**src/rtl/spi_mitm_controller.sv**
```systemverilog
// spi_mitm_controller
//   Bus-level SPI man-in-the-middle controller. Watches the slave selects,
//   runs the transaction FSM, shifts the real MISO/MOSI bits into
//   real_*_data and can substitute either line with a fake word supplied by
//   the MITM logic through the eval/eval_done handshake.
// Ports
//   sys_clk, rst_n                 system clock, async active-low reset
//   miso_in/mosi_in/sclk_in/ss_in  bus inputs from the pins
//   miso_out/mosi_out/sclk_out     bus outputs (passthrough unless substituted)
//   ss_out                         combinational copy of ss_in
//   mitm_start, active_ch          transaction start pulse, selected channel
//   eval, eval_done, mitm_done     segment handshake with the MITM logic
//   data_size, fake_*_data/select  parameters of the next segment
//   real_miso_data/real_mosi_data  last captured (or partial) segment
//   aborted, timed_out             one-cycle status pulses
module spi_mitm_controller #(
    parameter int MAX_DATA_SIZE  = 16,
    parameter int NUM_SS         = 2,
    parameter int SS_ACTIVE_LOW  = 1,
    parameter int CPOL           = 0,
    parameter int CPHA           = 0,
    parameter int TIMEOUT_CYCLES = 65535,
    localparam int DSW = $clog2(MAX_DATA_SIZE + 1),
    localparam int CHW = ($clog2(NUM_SS) > 0) ? $clog2(NUM_SS) : 1
) (
    input  logic                     sys_clk,
    input  logic                     rst_n,
    input  logic                     miso_in,
    input  logic                     mosi_in,
    input  logic                     sclk_in,
    input  logic [NUM_SS-1:0]        ss_in,
    output logic                     miso_out,
    output logic                     mosi_out,
    output logic                     sclk_out,
    output logic [NUM_SS-1:0]        ss_out,
    output logic                     mitm_start,
    output logic [CHW-1:0]           active_ch,
    output logic                     eval,
    output logic [MAX_DATA_SIZE-1:0] real_miso_data,
    output logic [MAX_DATA_SIZE-1:0] real_mosi_data,
    input  logic [DSW-1:0]           data_size,
    input  logic [MAX_DATA_SIZE-1:0] fake_miso_data,
    input  logic [MAX_DATA_SIZE-1:0] fake_mosi_data,
    input  logic                     fake_miso_select,
    input  logic                     fake_mosi_select,
    input  logic                     eval_done,
    input  logic                     mitm_done,
    output logic                     aborted,
    output logic                     timed_out
);

    localparam int TW = (TIMEOUT_CYCLES > 1) ? $clog2(TIMEOUT_CYCLES + 1) : 1;
    localparam logic [TW-1:0] TMO_LAST = TW'((TIMEOUT_CYCLES > 0) ? TIMEOUT_CYCLES - 1 : 0);
    localparam logic [NUM_SS-1:0] SS_IDLE = (SS_ACTIVE_LOW != 0) ? '1 : '0;
    localparam logic SCLK_IDLE = (CPOL != 0);

    typedef enum logic [2:0] {
        ST_IDLE,
        ST_EVAL_REQ,
        ST_EVAL_WAIT,
        ST_COMM,
        ST_DONE
    } state_t;

    state_t state;

    logic              sclk_s1, sclk_s2, sclk_s3;
    logic [NUM_SS-1:0] ss_s1, ss_s2, ss_s3;
    logic              miso_s1, miso_s2, mosi_s1, mosi_s2;

    // Synchronisers reset to the idle bus levels so no edge is seen after reset.
    always_ff @(posedge sys_clk or negedge rst_n) begin
        if (!rst_n) begin
            sclk_s1 <= SCLK_IDLE;
            sclk_s2 <= SCLK_IDLE;
            sclk_s3 <= SCLK_IDLE;
            ss_s1   <= SS_IDLE;
            ss_s2   <= SS_IDLE;
            ss_s3   <= SS_IDLE;
            miso_s1 <= 1'b0;
            miso_s2 <= 1'b0;
            mosi_s1 <= 1'b0;
            mosi_s2 <= 1'b0;
        end else begin
            sclk_s1 <= sclk_in;
            sclk_s2 <= sclk_s1;
            sclk_s3 <= sclk_s2;
            ss_s1   <= ss_in;
            ss_s2   <= ss_s1;
            ss_s3   <= ss_s2;
            miso_s1 <= miso_in;
            miso_s2 <= miso_s1;
            mosi_s1 <= mosi_in;
            mosi_s2 <= mosi_s1;
        end
    end

    logic sclk_rise, sclk_fall, lead_edge, trail_edge, sample_edge, drive_edge;
    logic [NUM_SS-1:0] ss_act, ss_act_d, ss_assert, ss_deassert;
    logic sel_deassert;

    assign sclk_rise    = sclk_s2 & ~sclk_s3;
    assign sclk_fall    = ~sclk_s2 & sclk_s3;
    assign lead_edge    = (CPOL != 0) ? sclk_fall : sclk_rise;
    assign trail_edge   = (CPOL != 0) ? sclk_rise : sclk_fall;
    assign sample_edge  = (CPHA != 0) ? trail_edge : lead_edge;
    assign drive_edge   = (CPHA != 0) ? lead_edge : trail_edge;
    assign ss_act       = (SS_ACTIVE_LOW != 0) ? ~ss_s2 : ss_s2;
    assign ss_act_d     = (SS_ACTIVE_LOW != 0) ? ~ss_s3 : ss_s3;
    assign ss_assert    = ss_act & ~ss_act_d;
    assign ss_deassert  = ~ss_act & ss_act_d;
    assign sel_deassert = ss_deassert[active_ch];

    logic [CHW-1:0] first_ch;
    logic           first_found;

    always_comb begin
        first_ch    = '0;
        first_found = 1'b0;
        for (int unsigned i = 0; i < NUM_SS; i++) begin
            if (ss_assert[i] && !first_found) begin
                first_ch    = CHW'(i);
                first_found = 1'b1;
            end
        end
    end

    logic [DSW-1:0] size_clamped, align_shift;

    assign size_clamped = (data_size > DSW'(MAX_DATA_SIZE)) ? DSW'(MAX_DATA_SIZE) : data_size;
    assign align_shift  = DSW'(MAX_DATA_SIZE) - size_clamped;

    logic [DSW-1:0]           size_q, bit_cnt, adv_left;
    logic                     drv_primed, sel_miso_q, sel_mosi_q;
    logic [MAX_DATA_SIZE-1:0] miso_sh, mosi_sh;
    logic [TW-1:0]            tmo_cnt;

    always_ff @(posedge sys_clk or negedge rst_n) begin
        if (!rst_n) begin
            state          <= ST_IDLE;
            mitm_start     <= 1'b0;
            eval           <= 1'b0;
            aborted        <= 1'b0;
            timed_out      <= 1'b0;
            active_ch      <= '0;
            real_miso_data <= '0;
            real_mosi_data <= '0;
            size_q         <= '0;
            bit_cnt        <= '0;
            adv_left       <= '0;
            drv_primed     <= 1'b0;
            sel_miso_q     <= 1'b0;
            sel_mosi_q     <= 1'b0;
            miso_sh        <= '0;
            mosi_sh        <= '0;
            tmo_cnt        <= '0;
        end else begin
            mitm_start <= 1'b0;
            eval       <= 1'b0;
            aborted    <= 1'b0;
            timed_out  <= 1'b0;
            case (state)
                ST_IDLE: begin
                    if (|ss_assert) begin
                        active_ch  <= first_ch;
                        mitm_start <= 1'b1;
                        state      <= ST_EVAL_REQ;
                    end
                end
                ST_EVAL_REQ: begin
                    if (sel_deassert) begin
                        aborted <= 1'b1;
                        state   <= ST_IDLE;
                    end else begin
                        eval  <= 1'b1;
                        state <= ST_EVAL_WAIT;
                    end
                end
                ST_EVAL_WAIT: begin
                    if (sel_deassert) begin
                        aborted <= 1'b1;
                        state   <= ST_IDLE;
                    end else if (eval_done) begin
                        if (mitm_done || size_clamped == '0) begin
                            state <= ST_DONE;
                        end else begin
                            size_q         <= size_clamped;
                            sel_miso_q     <= fake_miso_select;
                            sel_mosi_q     <= fake_mosi_select;
                            // Left-align so the segment MSB is always at the top bit.
                            miso_sh        <= fake_miso_data << align_shift;
                            mosi_sh        <= fake_mosi_data << align_shift;
                            adv_left       <= size_clamped - DSW'(1);
                            // CPHA=1: the first drive edge presents the MSB already shown.
                            drv_primed     <= (CPHA == 0);
                            bit_cnt        <= '0;
                            tmo_cnt        <= '0;
                            real_miso_data <= '0;
                            real_mosi_data <= '0;
                            state          <= ST_COMM;
                        end
                    end
                end
                ST_COMM: begin
                    if (sel_deassert) begin
                        aborted <= 1'b1;
                        state   <= ST_IDLE;
                    end else if (bit_cnt == size_q) begin
                        state <= ST_EVAL_REQ;
                    end else begin
                        if (sample_edge) begin
                            real_miso_data <= {real_miso_data[MAX_DATA_SIZE-2:0], miso_s2};
                            real_mosi_data <= {real_mosi_data[MAX_DATA_SIZE-2:0], mosi_s2};
                            bit_cnt        <= bit_cnt + DSW'(1);
                            tmo_cnt        <= '0;
                        end else if (TIMEOUT_CYCLES != 0 && tmo_cnt == TMO_LAST) begin
                            timed_out <= 1'b1;
                            state     <= ST_DONE;
                        end else begin
                            tmo_cnt <= tmo_cnt + TW'(1);
                        end
                        if (drive_edge) begin
                            if (!drv_primed) begin
                                drv_primed <= 1'b1;
                            end else if (adv_left != '0) begin
                                miso_sh  <= {miso_sh[MAX_DATA_SIZE-2:0], 1'b0};
                                mosi_sh  <= {mosi_sh[MAX_DATA_SIZE-2:0], 1'b0};
                                adv_left <= adv_left - DSW'(1);
                            end
                        end
                    end
                end
                ST_DONE: begin
                    if (sel_deassert) begin
                        state <= ST_IDLE;
                    end
                end
                default: state <= ST_IDLE;
            endcase
        end
    end

    assign miso_out = (state == ST_COMM && sel_miso_q) ? miso_sh[MAX_DATA_SIZE-1] : miso_in;
    assign mosi_out = (state == ST_COMM && sel_mosi_q) ? mosi_sh[MAX_DATA_SIZE-1] : mosi_in;
    assign sclk_out = sclk_in;
    assign ss_out   = ss_in;

endmodule

```
**config.mk**
```make
export PLATFORM = sky130hd
export DESIGN_NAME = spi_mitm_controller
export DESIGN_NICKNAME = d
export VERILOG_FILES = /design/src/rtl/spi_mitm_controller.sv
export SDC_FILE = /design/constraint.sdc
export NUM_CORES = 1
export LEC_CHECK = 0
export ABC_AREA = 1
export CELL_PAD_IN_SITES_DETAIL_PLACEMENT = 1
export CELL_PAD_IN_SITES_GLOBAL_PLACEMENT = 1
export CORE_ASPECT_RATIO = 1.25
export CORE_UTILIZATION = 25
export CTS_CLUSTER_DIAMETER = 80
export DETAILED_ROUTE_END_ITERATION = 12
export PLACE_DENSITY = 0.62
export SLEW_MARGIN = 20
export SYNTH_ARGS = -nofsm -noshare
export SYNTH_HDL_FRONTEND = slang
export SYNTH_SLANG_ARGS = --single-unit
export TNS_END_PERCENT = 20
```
**constraint.sdc**
```tcl
create_clock -name sys_clk -period 1.95 [get_ports sys_clk]
set_clock_uncertainty 0.05 [all_clocks]
set_input_delay 0.195 -clock sys_clk [delete_from_list [all_inputs] [get_ports sys_clk]]
set_output_delay 0.195 -clock sys_clk [all_outputs]
set_load 0.005 [all_outputs]
```
# Word level (Yosys, flattened, before mapping)
# Index checks and enable logic that the tools add are counted.
op_classes:
  addsub: 5
  magnitude_cmp: 2
  n_eq_ne: 21
  n_shift: 2
  n_mux: 86
  bitwise: 12
  reduce_logical: 18
ops:
  columns: ["cell", "n"]
  rows:
  - ["$mux 16", 29]
  - ["$pmux 16 s2", 5]
  - ["$mux 5", 15]
  - ["$shl 16x5->16", 2]
  - ["$mux 3", 9]
  - ["$mux 1", 23]
  - ["$ne 2x2->1 const B", 11]
  - ["$reduce_and 7->1", 3]
  - ["$pmux 5 s2", 2]
  - ["$add 16x1->16 const B", 1]
  - ["$eq 16x16->1 const B", 1]
  - ["$pmux 3 s5", 1]
  - ["$sub 5x1->5 const B", 2]
  - ["$reduce_and 9->1", 1]
  - ["$ne 4x4->1 const B", 2]
  - ["$not 2->2", 4]
  - ["$eq 3x2->1 const B", 2]
  - ["$ne 3x3->1 const B", 2]
  - ["$add 5x1->5 const B", 1]
  - ["$eq 5x5->1", 1]
  - ["$gt 5x5->1 const B", 1]
  - ["$logic_not 5->1", 1]
  - ["$reduce_and 5->1", 1]
  - ["$reduce_bool 5->1", 1]
  - ["other kinds (18)", 25]
totals:
  regBits: 119
  output_inout_bits: 42

# Depth between registers and ports, before layout
logic_depth:
  word_depth: 8
  mapped_depth: 22
  mapped_depth_nobuf: 19

# Worst setup path after synthesis
# Ideal clock, no wire load.
synth_timing:
  path_type: "input -> register"
  from: "in data_size[0]"
  to: "reg real_miso_data[0]"
  setup_ns: 0.120
  arrival_ns: 2.674
  setup_slack_ns: -0.895
  path_stages: 21
  path_cell_list: "buf_2 nor2_1 nand2_1 nand2_4 buf_2 inv_1 nor2_1 inv_1 ha_1 nand2_1 or2_2 inv_1 ha_1 o21ai_0 nand2_1 nor2_2 o21ai_4 buf_6 buf_6 o21ai_0 nand2_1"
synth_between:
  elab_chain_len: 6
synth_rtl:
  columns: ["item", "line", "rtl"]
  rows:
  - ["start, declared", "41", "input logic [DSW-1:0] data_size,"]
  - ["$gt 5x5->1", "130", "assign size_clamped = (data_size > DSW'(MAX_DATA_SIZE)) ? DSW'(MAX_DATA_SIZE) : data_size;"]
  - ["$mux 5 *", "130", null]
  - ["$logic_not 5->1 *", "184", "if (mitm_done || size_clamped == '0) begin"]
  - ["$logic_or 1x1->1 *", "184", null]
  - ["$ne 2x2->1 (no source line) *", null, null]
  - ["$reduce_and 7->1 (no source line) *", null, null]
  - ["end signal, assigned", "212", "real_miso_data <= {real_miso_data[MAX_DATA_SIZE-2:0], miso_s2};"]
  - ["end, declared", "39", "output logic [MAX_DATA_SIZE-1:0] real_miso_data,"]
# Mark *: on every way between the ends. The rest lies on a longest branch, timed or not.
# A chain may end at the register's enable or synchronous reset.

# Worst setup path after layout
layout_timing:
  from: "in data_size[1]"
  to: "reg real_miso_data[11]"
# The elaborated chain is that of the path after synthesis.

==> impl_metrics.yaml <==
critical_path:
  cp-start-kind: "primary input"
  crit_fanout: 22
  worstPathArrival_ns: 2.36
  crit_type: "primary input to flip-flop"
  cp.required_ns: 2.20
  endpoint_kind: "flip-flop"
timing:
  rsz0062_at_grt: "true"
  worstMarginPinSlew_ns: 0.529
  finalSetupTns_ns: -6.35
  setup_violations: 81
  final_hold_viol_count: 0
  slew_headroom_pct: 64.7
  slew_viol_final: 0
  period_minus_slack_ns: 2.11
  fin_ws_ns: -0.164
  fmax_mhz: 473
  post-route-period-util_pct: 108
pwr:
  vdd_ir_drop_max_mv: 0.641
  p_per_area_mw_per_mm2: 1010
  leakagePower_nw: 5.09
  fin_total_pwr_mw: 10.7
global_routing:
  grt_max_degree: 37
  grt_pass1_wl_um: 41600
  grt_overflow: 0
  grt_pass1_vias: 8030
  grt.total_usage_pct: 17.8
  antenna_found_initial: 0
placement:
  dp_hpwl_um: 18300
  finalWeightedCongestion: 0.810
  place_inst: 1524
  dpl-instance-area_mm2: 0.00930
  pre_cts_ws_ns: -1.08
  port_buffers: 89
run_status:
  status: "finished with violations"
  failed_checks: "setup timing"
logic_synthesis:
  synth_seq_cells: 119
  syn-cell-area_mm2: 0.00723
  synthFlopType: "dfrtp_1"
  synth.avg_cell_area_um2: 7.06
  yosysSeqAreaShare_pct: 41.3
  synthArstFlopShare_pct: 100
  synth_cells: 1024
  synth_warnings: 0
  yosysUniqueCellTypes: 40
  syn-num-nets: 1078
  synth_edf_count: 0
clock_network:
  cts_made_buffers: 17
  cts_htree_levels: 4
  clock-sinks: 119
  root_buffer: "clkbuf_16"
  path_clk_slew_ns: 0.06
  cts_tree: "built"
  clk_latency_ns: 0.42
  clockBufferDepth: 2
route:
  antenna_left: 0
  drcViolationCount: 0
  dr_total_vias: 7581
  routedWlPerCell_um: 15.8
  drtIter0Drc: 287
  first_pass_iters: 4
  finalWirelength_um: 25100
  via_per_inst: 4.76
run:
  cap_violations: 0
finish:
  n_antenna_cell: 0
  finalInstanceArea_mm2: 0.0106
  syn_to_final_growth_pct: 46.8
  instances_no_fill: 1592
  multiInputGateArea_mm2: 0.00387
  drive_gt1_share_pct: 24.7
  seq_area_mm2: 0.00299
  num-nets-final: 1278
  fill_cells: 3426
floorplanning:
  fp.dieW_um: 154
  pin_count: 90
  rows: 69
  die_h_um: 192
  fp.dieArea_mm2: 0.0296
  fp.coreArea_mm2: 0.0284
  start_util_pct: 25.4
worst_hold_path:
  hold_class: "primary input to flip-flop"
cells in the final DEF, fill, tap and decap left out, types with 4 or more instances in the layout:
cell type	instances
buf_6	14
nor3_1	18
nand2_1	242
nand3_1	167
dfrtp_1	113
dfstp_2	6
nand4_1	16
nor3_2	8
nor2_1	70
clkdlybuf4s50_1	81
xor2_1	6
buf_12	13
clkbuf_16	17
nand2_2	19
nand3_2	19
o21ai_2	11
buf_4	122
nor2_2	16
a21oi_1	18
nand2_4	4
ha_1	4
a31oi_1	13
inv_2	6
nand3b_1	4
o21ai_0	35
o21ai_1	32
o22ai_1	4
inv_1	97
inv_6	6
nor2_4	9
final timing paths:
path / to / cells past startpoint / slack, ns / startpoint
worst min-delay path: ss_s1[0] / 1 / 0.15 / ss_in[0]
worst max register to register: tmo_cnt[10] / 10 / -0.05 / tmo_cnt[0]
min in group asynchronous: bit_cnt[1] / 2 / 0.25 / rst_n
max in group asynchronous: real_mosi_data[6] / 3 / 0.95 / rst_n
worst max-delay path: real_miso_data[11] / 20 / -0.16 / data_size[1]
worst min register to register: mosi_s2 / 0 / 0.30 / mosi_s1
per-stage QoR:
stage	util, %	hold slack (ns)
floorplan	-	-0.151
global placement	32.7	0.164
detailed placement	32.7	0.164
CTS	36.8	0.139
global route	37.4	0.156
finish	37.4	0.153
synth_stat cells, types with 3 or more instances:
master,n,share of area (%)
o21ai_1,16,1.1
o22ai_1,4,0.35
mux2_2,3,0.47
buf_4,11,1.1
dfstp_2,6,2.2
o21ai_0,63,4.4
ha_1,6,1.0
clkbuf_1,17,0.88
dfrtp_1,113,39
xor2_1,6,0.73
buf_1,6,0.31
nand4_1,16,1.4
nor2_1,89,4.6
nand3b_1,4,0.42
buf_6,7,1.1
inv_2,5,0.26
nand2_4,3,0.47
a31oi_1,13,1.1
buf_2,16,1.1
a21oi_1,20,1.4
nand2_2,3,0.26
nand3_1,186,13
inv_1,103,5.3
nor2_2,4,0.35
nor3_1,26,1.8
nand2_1,259,13
xnor2_1,3,0.36
repair_timing:
item                                    in CTS  in global routing
gates cloned                                 4                  0
hold buffers                                 1                  0
hold endpoints to repair                    32                  0
pin swaps                                   27                 19
endpoints found under the setup margin     103                102
resized for setup                           92                 69
setup buffers                               28                  7
logic make-up (layout without fill, tap and decap cells):
logic type | Yosys count | after routing | share of synthesized area (%)
mux | 3 | 3 | 0.467
fa+ha+maj | 6 | 6 | 1.04
simple gates | 600 | 600 | 36.9
compound gates | 121 | 121 | 9.02
flops | 119 | 119 | 41.3
buf+inv | 166 | 379 | 10.2
xor+xnor | 9 | 9 | 1.09
power breakdown:
group | switching (mW) | internal, mW
combinational | 2.36 | 1.78
sequential | 0.337 | 3.04
clock | 1.26 | 1.91
total | 3.95 | 6.74
critical path: stages:
cell     delay [ns]
buf_6          0.10
nor2_4         0.12
nand2_2        0.08
nand2_4        0.09
inv_4          0.05
nor2_4         0.11
inv_2          0.06
ha_4           0.15
nand2_2        0.05
or2_4          0.12
inv_2          0.04
ha_4           0.16
o21ai_4        0.15
nand2_2        0.10
nor2_4         0.13
o21ai_4        0.09
buf_4          0.15
buf_12         0.15
o21ai_0        0.22
nand2_2        0.07
sequential cells by signal, summed over array words and instances (netlist names), 2 cells and up:
register / count
adv_left: 5
bit_cnt: 5
miso_sh: 16
mosi_sh: 16
real_miso_data: 16
real_mosi_data: 16
size_q: 5
ss_s1: 2
ss_s2: 2
ss_s3: 2
state: 3
tmo_cnt: 16
metal layers:
metal  share of wire, %  global-route usage (%)  wire (um)  vias up
li1                   -                       -          -     3750
met1                 42                    20.6      10500     3682
met2                 53                    33.3      13400      112
met3                2.1                    1.99        524       37
met4                2.8                    7.38        710        0
met5                  0                       0          0        -
area by class of cell:
class / count / share of cell area, %
multi-input combinational: 739 / 36.5
timing repair buffer: 239 / 21.6
inverter: 108 / 4.03
tap: 355 / 4.19
clock buffer: 17 / 4.01
sequential: 119 / 28.1
clock inverter: 15 / 1.59
Note: power is estimated with default switching activity, not from simulation.
